===== config.mk =====
export PLATFORM = sky130hd
export DESIGN_NAME = wb_wport_arbiter
export DESIGN_NICKNAME = d
export VERILOG_FILES = /design/src/rtl/wb_wport_arbiter.sv
export SDC_FILE = /design/constraint.sdc
export NUM_CORES = 1
export LEC_CHECK = 0
export BUFFER_PORTS_ARGS = -buffer_cell sky130_fd_sc_hd__buf_2
export CAP_MARGIN = 20
export CORE_MARGIN = 1.5
export CORE_UTILIZATION = 40
export CTS_CLUSTER_SIZE = 8
export DETAILED_ROUTE_END_ITERATION = 8
export GPL_TIMING_DRIVEN = 0
export PLACE_DENSITY = 0.71
export SLEW_MARGIN = 10
export SYNTH_ARGS = -nofsm -noshare
export SYNTH_HDL_FRONTEND = slang
export SYNTH_SLANG_ARGS = --single-unit

===== constraint.sdc =====
create_clock -name clk -period 5.33 [get_ports clk]
set_clock_uncertainty 0.15 [all_clocks]
set_input_delay 0.7995 -clock clk [delete_from_list [all_inputs] [get_ports clk]]
set_output_delay 0.7995 -clock clk [all_outputs]
set_load 0.1 [all_outputs]

===== src/rtl/wb_wport_arbiter.sv =====
// wb_wport_arbiter
// Shares the single register-file write port between the in-order writeback
// stream and a long-latency unit (div/mul). Long-latency results are queued in
// a small FIFO. The writeback stream normally wins arbitration. If the FIFO
// head loses for STARVE_LIMIT cycles in a row, one forced LU grant follows.
// The committed write is registered once and drives the decode forward bus and
// the debug trace.
//
// Ports
//   clk, reset         clock, synchronous active-high reset
//   wb_valid/wb_ready  writeback request / accepted this cycle
//   wb_we, wb_dest, wb_data, wb_pc   writeback payload
//   lu_valid/lu_ready  long-latency result push / FIFO not full
//   lu_dest, lu_data, lu_pc          long-latency payload
//   ws_to_ds_bus       {we, waddr[4:0], wdata[31:0]} to decode / RF
//   debug_wb_*         trace of the committed write (pc, {4{we}}, wnum, wdata)
module wb_wport_arbiter #(
  parameter int LU_DEPTH     = 2,
  parameter int STARVE_LIMIT = 4
) (
  input  logic        clk,
  input  logic        reset,
  input  logic        wb_valid,
  output logic        wb_ready,
  input  logic        wb_we,
  input  logic [4:0]  wb_dest,
  input  logic [31:0] wb_data,
  input  logic [31:0] wb_pc,
  input  logic        lu_valid,
  output logic        lu_ready,
  input  logic [4:0]  lu_dest,
  input  logic [31:0] lu_data,
  input  logic [31:0] lu_pc,
  output logic [37:0] ws_to_ds_bus,
  output logic [31:0] debug_wb_pc,
  output logic [3:0]  debug_wb_rf_we,
  output logic [4:0]  debug_wb_rf_wnum,
  output logic [31:0] debug_wb_rf_wdata
);

  localparam int AW = $clog2(LU_DEPTH);
  localparam int CW = $clog2(STARVE_LIMIT) + 1;
  localparam logic [CW-1:0] CNT_MAX = CW'(STARVE_LIMIT - 1);

  typedef enum logic {NORMAL, FORCE_LU} state_t;

  state_t        state_q, state_d;
  logic [CW-1:0] starve_q, starve_d;

  // Pointers carry one extra wrap bit so that full and empty can be told apart.
  logic [4:0]  fifo_dest_q [LU_DEPTH];
  logic [31:0] fifo_data_q [LU_DEPTH];
  logic [31:0] fifo_pc_q   [LU_DEPTH];
  logic [AW:0] wptr_q, rptr_q;

  logic empty, full, push, pop;
  logic grant_wb, grant_lu;

  logic        we_q, we_d;
  logic [4:0]  waddr_q, waddr_d;
  logic [31:0] wdata_q, wdata_d;
  logic [31:0] pc_q, pc_d;

  assign empty    = (wptr_q == rptr_q);
  assign full     = (wptr_q[AW] != rptr_q[AW]) && (wptr_q[AW-1:0] == rptr_q[AW-1:0]);
  assign lu_ready = !full;
  // The push decision ignores a pop in the same cycle. The FIFO never accepts
  // a write while it is full.
  assign push     = lu_valid && !full;
  assign pop      = grant_lu;
  assign wb_ready = grant_wb;

  always_comb begin
    grant_wb = 1'b0;
    grant_lu = 1'b0;
    if (state_q == FORCE_LU) begin
      grant_lu = !empty;
    end else if (wb_valid) begin
      grant_wb = 1'b1;
    end else begin
      grant_lu = !empty;
    end
  end

  // Count the cycles in a row that the FIFO head loses. The force state always
  // lasts exactly one cycle.
  always_comb begin
    state_d  = NORMAL;
    starve_d = '0;
    if (state_q == NORMAL && !empty && !grant_lu) begin
      if (starve_q == CNT_MAX) begin
        state_d = FORCE_LU;
      end else begin
        starve_d = starve_q + CW'(1);
      end
    end
  end

  // Build the write for the output register. A write to r0 never sets we, but
  // its pc is still traced.
  always_comb begin
    we_d    = 1'b0;
    waddr_d = '0;
    wdata_d = '0;
    pc_d    = '0;
    if (grant_wb) begin
      we_d    = wb_we && (wb_dest != 5'd0);
      waddr_d = wb_dest;
      wdata_d = wb_data;
      pc_d    = wb_pc;
    end else if (grant_lu) begin
      we_d    = (fifo_dest_q[rptr_q[AW-1:0]] != 5'd0);
      waddr_d = fifo_dest_q[rptr_q[AW-1:0]];
      wdata_d = fifo_data_q[rptr_q[AW-1:0]];
      pc_d    = fifo_pc_q[rptr_q[AW-1:0]];
    end
  end

  // Arbitration state and output register stage
  always_ff @(posedge clk) begin
    if (reset) begin
      state_q  <= NORMAL;
      starve_q <= '0;
      wptr_q   <= '0;
      rptr_q   <= '0;
      we_q     <= 1'b0;
      waddr_q  <= '0;
      wdata_q  <= '0;
      pc_q     <= '0;
    end else begin
      state_q  <= state_d;
      starve_q <= starve_d;
      if (push) wptr_q <= wptr_q + 1'b1;
      if (pop)  rptr_q <= rptr_q + 1'b1;
      we_q     <= we_d;
      waddr_q  <= waddr_d;
      wdata_q  <= wdata_d;
      pc_q     <= pc_d;
    end
  end

  // FIFO storage; contents are qualified by the pointers, so no reset needed
  always_ff @(posedge clk) begin
    if (push) begin
      fifo_dest_q[wptr_q[AW-1:0]] <= lu_dest;
      fifo_data_q[wptr_q[AW-1:0]] <= lu_data;
      fifo_pc_q[wptr_q[AW-1:0]]   <= lu_pc;
    end
  end

  assign ws_to_ds_bus      = {we_q, waddr_q, wdata_q};
  assign debug_wb_pc       = pc_q;
  assign debug_wb_rf_we    = {4{we_q}};
  assign debug_wb_rf_wnum  = waddr_q;
  assign debug_wb_rf_wdata = wdata_q;

endmodule


==> run_results.csv <==
group,metric,value,unit
critical_path,crit_buf_inv,2,
die,io-pin-count,256,
grt,grt_pass1_vias,4948,
grt,use_met3,4.85,%
synth,synth_top_area_cell,"edfxtp_1",
die,start_util,41.1,%
grt,grt_antenna_before_repair,2,
clocking,postCtsSetupBuffers,0,
critical_path,cp.arrival,1780,ps
min_path,min_to,"starve_q[0]",
clocking,numCtsBuffers,31,
die,die-area,0.0202,mm²
timing,min_period,2730,ps
synth,ys_types,30,
grt,track_usage,16.6,%
clocking,cts_tree,"done",
synth,synth_cells,535,
grt,use_met1,19.6,%
synth,netlist_area,0.00774,mm²
placement,portBuffers,254,
pwr,p_total,5710,µW
timing,relSlewSlack,38.3,%
cells_and_area,drive_gt1_share,40.5,%
synth,syn_avg_cell_area,14.5,µm²
critical_path,r2r-end,"debug_wb_rf_wnum[3]",
synth,synthAdderAreaFrac,0.323,%
synth,synth_top_area_share,53.5,%
placement,gp_congestion,0.738,
critical_path,worstSetupPathType,"reg2out",
die,coreArea,0.0188,mm²
die,die_h,142,µm
clocking,ctsHoldBuffers,0,
cells_and_area,syn_to_final_growth,33.9,%
grt,grt.overflow.total,0,
grt,grt_first_pass_wirelength,25900,µm
timing,hold_violations,0,
timing,rsz0062_at_grt,"no",
synth,ys_ff_latch,217,
critical_path,critPathMaxStageDelay,370,ps
min_path,hold_class,"reg2reg",
timing,worstMarginPinSlew,926,ps
critical_path,cpLargestDelayFamily,"buffers and inverters",
clocking,cts_num_sinks,217,
timing,setup_viol,0,
critical_path,cp_slowest_cell,"xnor2_1",
cells_and_area,nets,972,
drt,drtIter0Drc,173,
cells_and_area,final_area,0.0104,mm²
critical_path,r2r-start,"wptr_q[0]",
clocking,ctsRootBufferMaster,"clkbuf_16",
synth,synth_seq_area_share,73.9,%
synth,synthTopCellsByArea,"edfxtp_1 (54%), dfxtp_1 (20%), mux2i_1 (9.0%), o21ai_0 (4.5%), buf_4 (4.1%)",
min_path,hp-start,"starve_q[0]",
drt,vias,5051,
outcome,outcome,"finished, final reports clean",
cells_and_area,final_common_cell,"buf_2",
timing,max_freq,366,MHz
critical_path,cp-start-kind,"flop",
grt,gr-max-usage-layer,"met2",
clocking,htreeDepth,1,
min_path,min_path_cells,1,
critical_path,reg2reg_depth,5,
drt,via_per_inst,4.53,
critical_path,crit_fanout,7,
drt,wl_per_cell,15.3,µm
drt,drt_wl_total,17100,µm
synth,synth.net_count,680,
timing,drv_slew,0,
pwr,vdd_drop_max,393,µV
placement,placed_area,0.00948,mm²
synth,synth_compound_area_share,5.12,%
synth,yosysWarnings,0,
clocking,ctsResizeCount,0,
flow_run,drv_cap,0,
critical_path,cp_cell_sequence,"buf_2, xnor2_1, nand2_1, buf_2",
grt,met2_usage,29.4,%
synth,yosys.area_share.simple,5.17,%
critical_path,critical_path.most_common_cell,"buf_2",
synth,synth-xor-area-share,0.452,%
synth,synth_edf_count,138,
drt,drcViolationCount,0,
synth,synthMuxAreaShare,9.63,%
timing,setup_ws,2600,ps
critical_path,cp-end-kind,"primary output",
critical_path,required,4380,ps
clocking,clockBufferDepth,3,
pwr,p_per_area,551,mW/mm²
die,num_rows,50,
synth,synthFlopType,"edfxtp_1",
drt,antenna_left,0,
clocking,insertion_delay,530,ps
critical_path,worst-r2r-setup-slack,2830,ps
drt,dr.pass1.iters,4,
cells_and_area,num-fill-cells,1565,
grt,grt_max_degree,27,
cells_and_area,final_cell_mix,"buf_2 (257), edfxtp_1 (138), dfxtp_1 (79)",
placement,place_ws,2320,ps
clocking,clk_pin_slew,50,ps
die,die_width,142,µm
synth,async_flop_share,0,%
timing,finalCritPeriodShare,51.3,%
pwr,p_leak,0.00431,µW
synth,synth_top_family_by_area,"multiplexers",
placement,hpwl,11900,µm
## worst max-delay path by stage
stage / start / end / slack [ps] / cells past startpoint
finish: wptr_q[0] / lu_ready / 2600 / 4
global route: wptr_q[0] / lu_ready / 2510 / 4
CTS: wptr_q[0] / lu_ready / 2570 / 4
detailed placement: reset / debug_wb_rf_wnum[3] / 2320 / 5
global placement: lu_valid / fifo_pc_q[1][26] / -1750 / 3
floorplan: lu_valid / fifo_data_q[1][0] / 410 / 2
## flip-flops by register name, indices dropped and copies added, names as in the netlist, named ones only
name / count
fifo_pc_q: 64
state_q: 1
debug_wb_rf_wnum: 5
rptr_q: 2
debug_wb_pc: 32
starve_q: 3
wptr_q: 2
we_q: 1
fifo_dest_q: 10
debug_wb_rf_wdata: 32
fifo_data_q: 64
## per-stage QoR
| step | util [%] | hold slack, ps | cells | setup TNS (ps) |
|---|---|---|---|---|
| after detailed placement | 50.3 | 273 | 1054 | 0 |
| final | 55.1 | 273 | 1114 | 0 |
| after global placement | 49.6 | 275 | 1049 | -187820 |
| after global routing | 55.1 | 277 | 1114 | 0 |
| after CTS | 55.0 | 277 | 1112 | 0 |
| after floorplan | - | 258 | 535 | 0 |
## power breakdown
part / switching, µW / total [µW] / internal, µW
registers: 73.1 / 2120 / 2050
logic: 1430 / 1830 / 405
clock network: 670 / 1750 / 1080
## cell type report
type	instances	area (µm²)	share of cell area, %
Clock buffer	56	870	8.39
Clock inverter	2	17.5	0.169
Sequential cell	217	5730	55.2
Tap cell	260	325	3.14
Multi-Input combinational cell	250	1620	15.6
Inverter	2	7.51	0.0724
Buffer	66	409	3.95
Antenna cell	2	5.00	0.0483
Timing Repair Buffer	259	1390	13.4
## per-layer routing
metal / vias to the layer above / share of wire, %
met4: 0 / 2.0
met3: 32 / 7.8
met2: 195 / 49
li1: 2482 / -
met5: - / 0
met1: 2342 / 41
## cells by family (layout without fill, tap and decap cells)
logic type                 after synthesis  after routing
DFF                                    217            217
other                                    0              2
AOI/OAI and AO/OA                       77             77
xor gates and xnor gates                 4              4
buffers and inverters                   68            385
adders and majority gates                2              2
muxes                                   74             74
and+or+nand+nor                         93             93
## cell usage after synthesis (all sizes together), types with 2 or more instances
| library cell | count |
|---|---|
| dfxtp | 79 |
| a21oi | 3 |
| nor4 | 2 |
| or4 | 2 |
| clkbuf | 21 |
| nor2 | 7 |
| nor3b | 2 |
| ha | 2 |
| o21ai | 70 |
| buf | 45 |
| xor2 | 2 |
| mux2i | 70 |
| mux2 | 4 |
| inv | 2 |
| nor2b | 3 |
| nor3 | 2 |
| nand2 | 71 |
| xnor2 | 2 |
| edfxtp | 138 |
(Power assumes the default switching activity.)
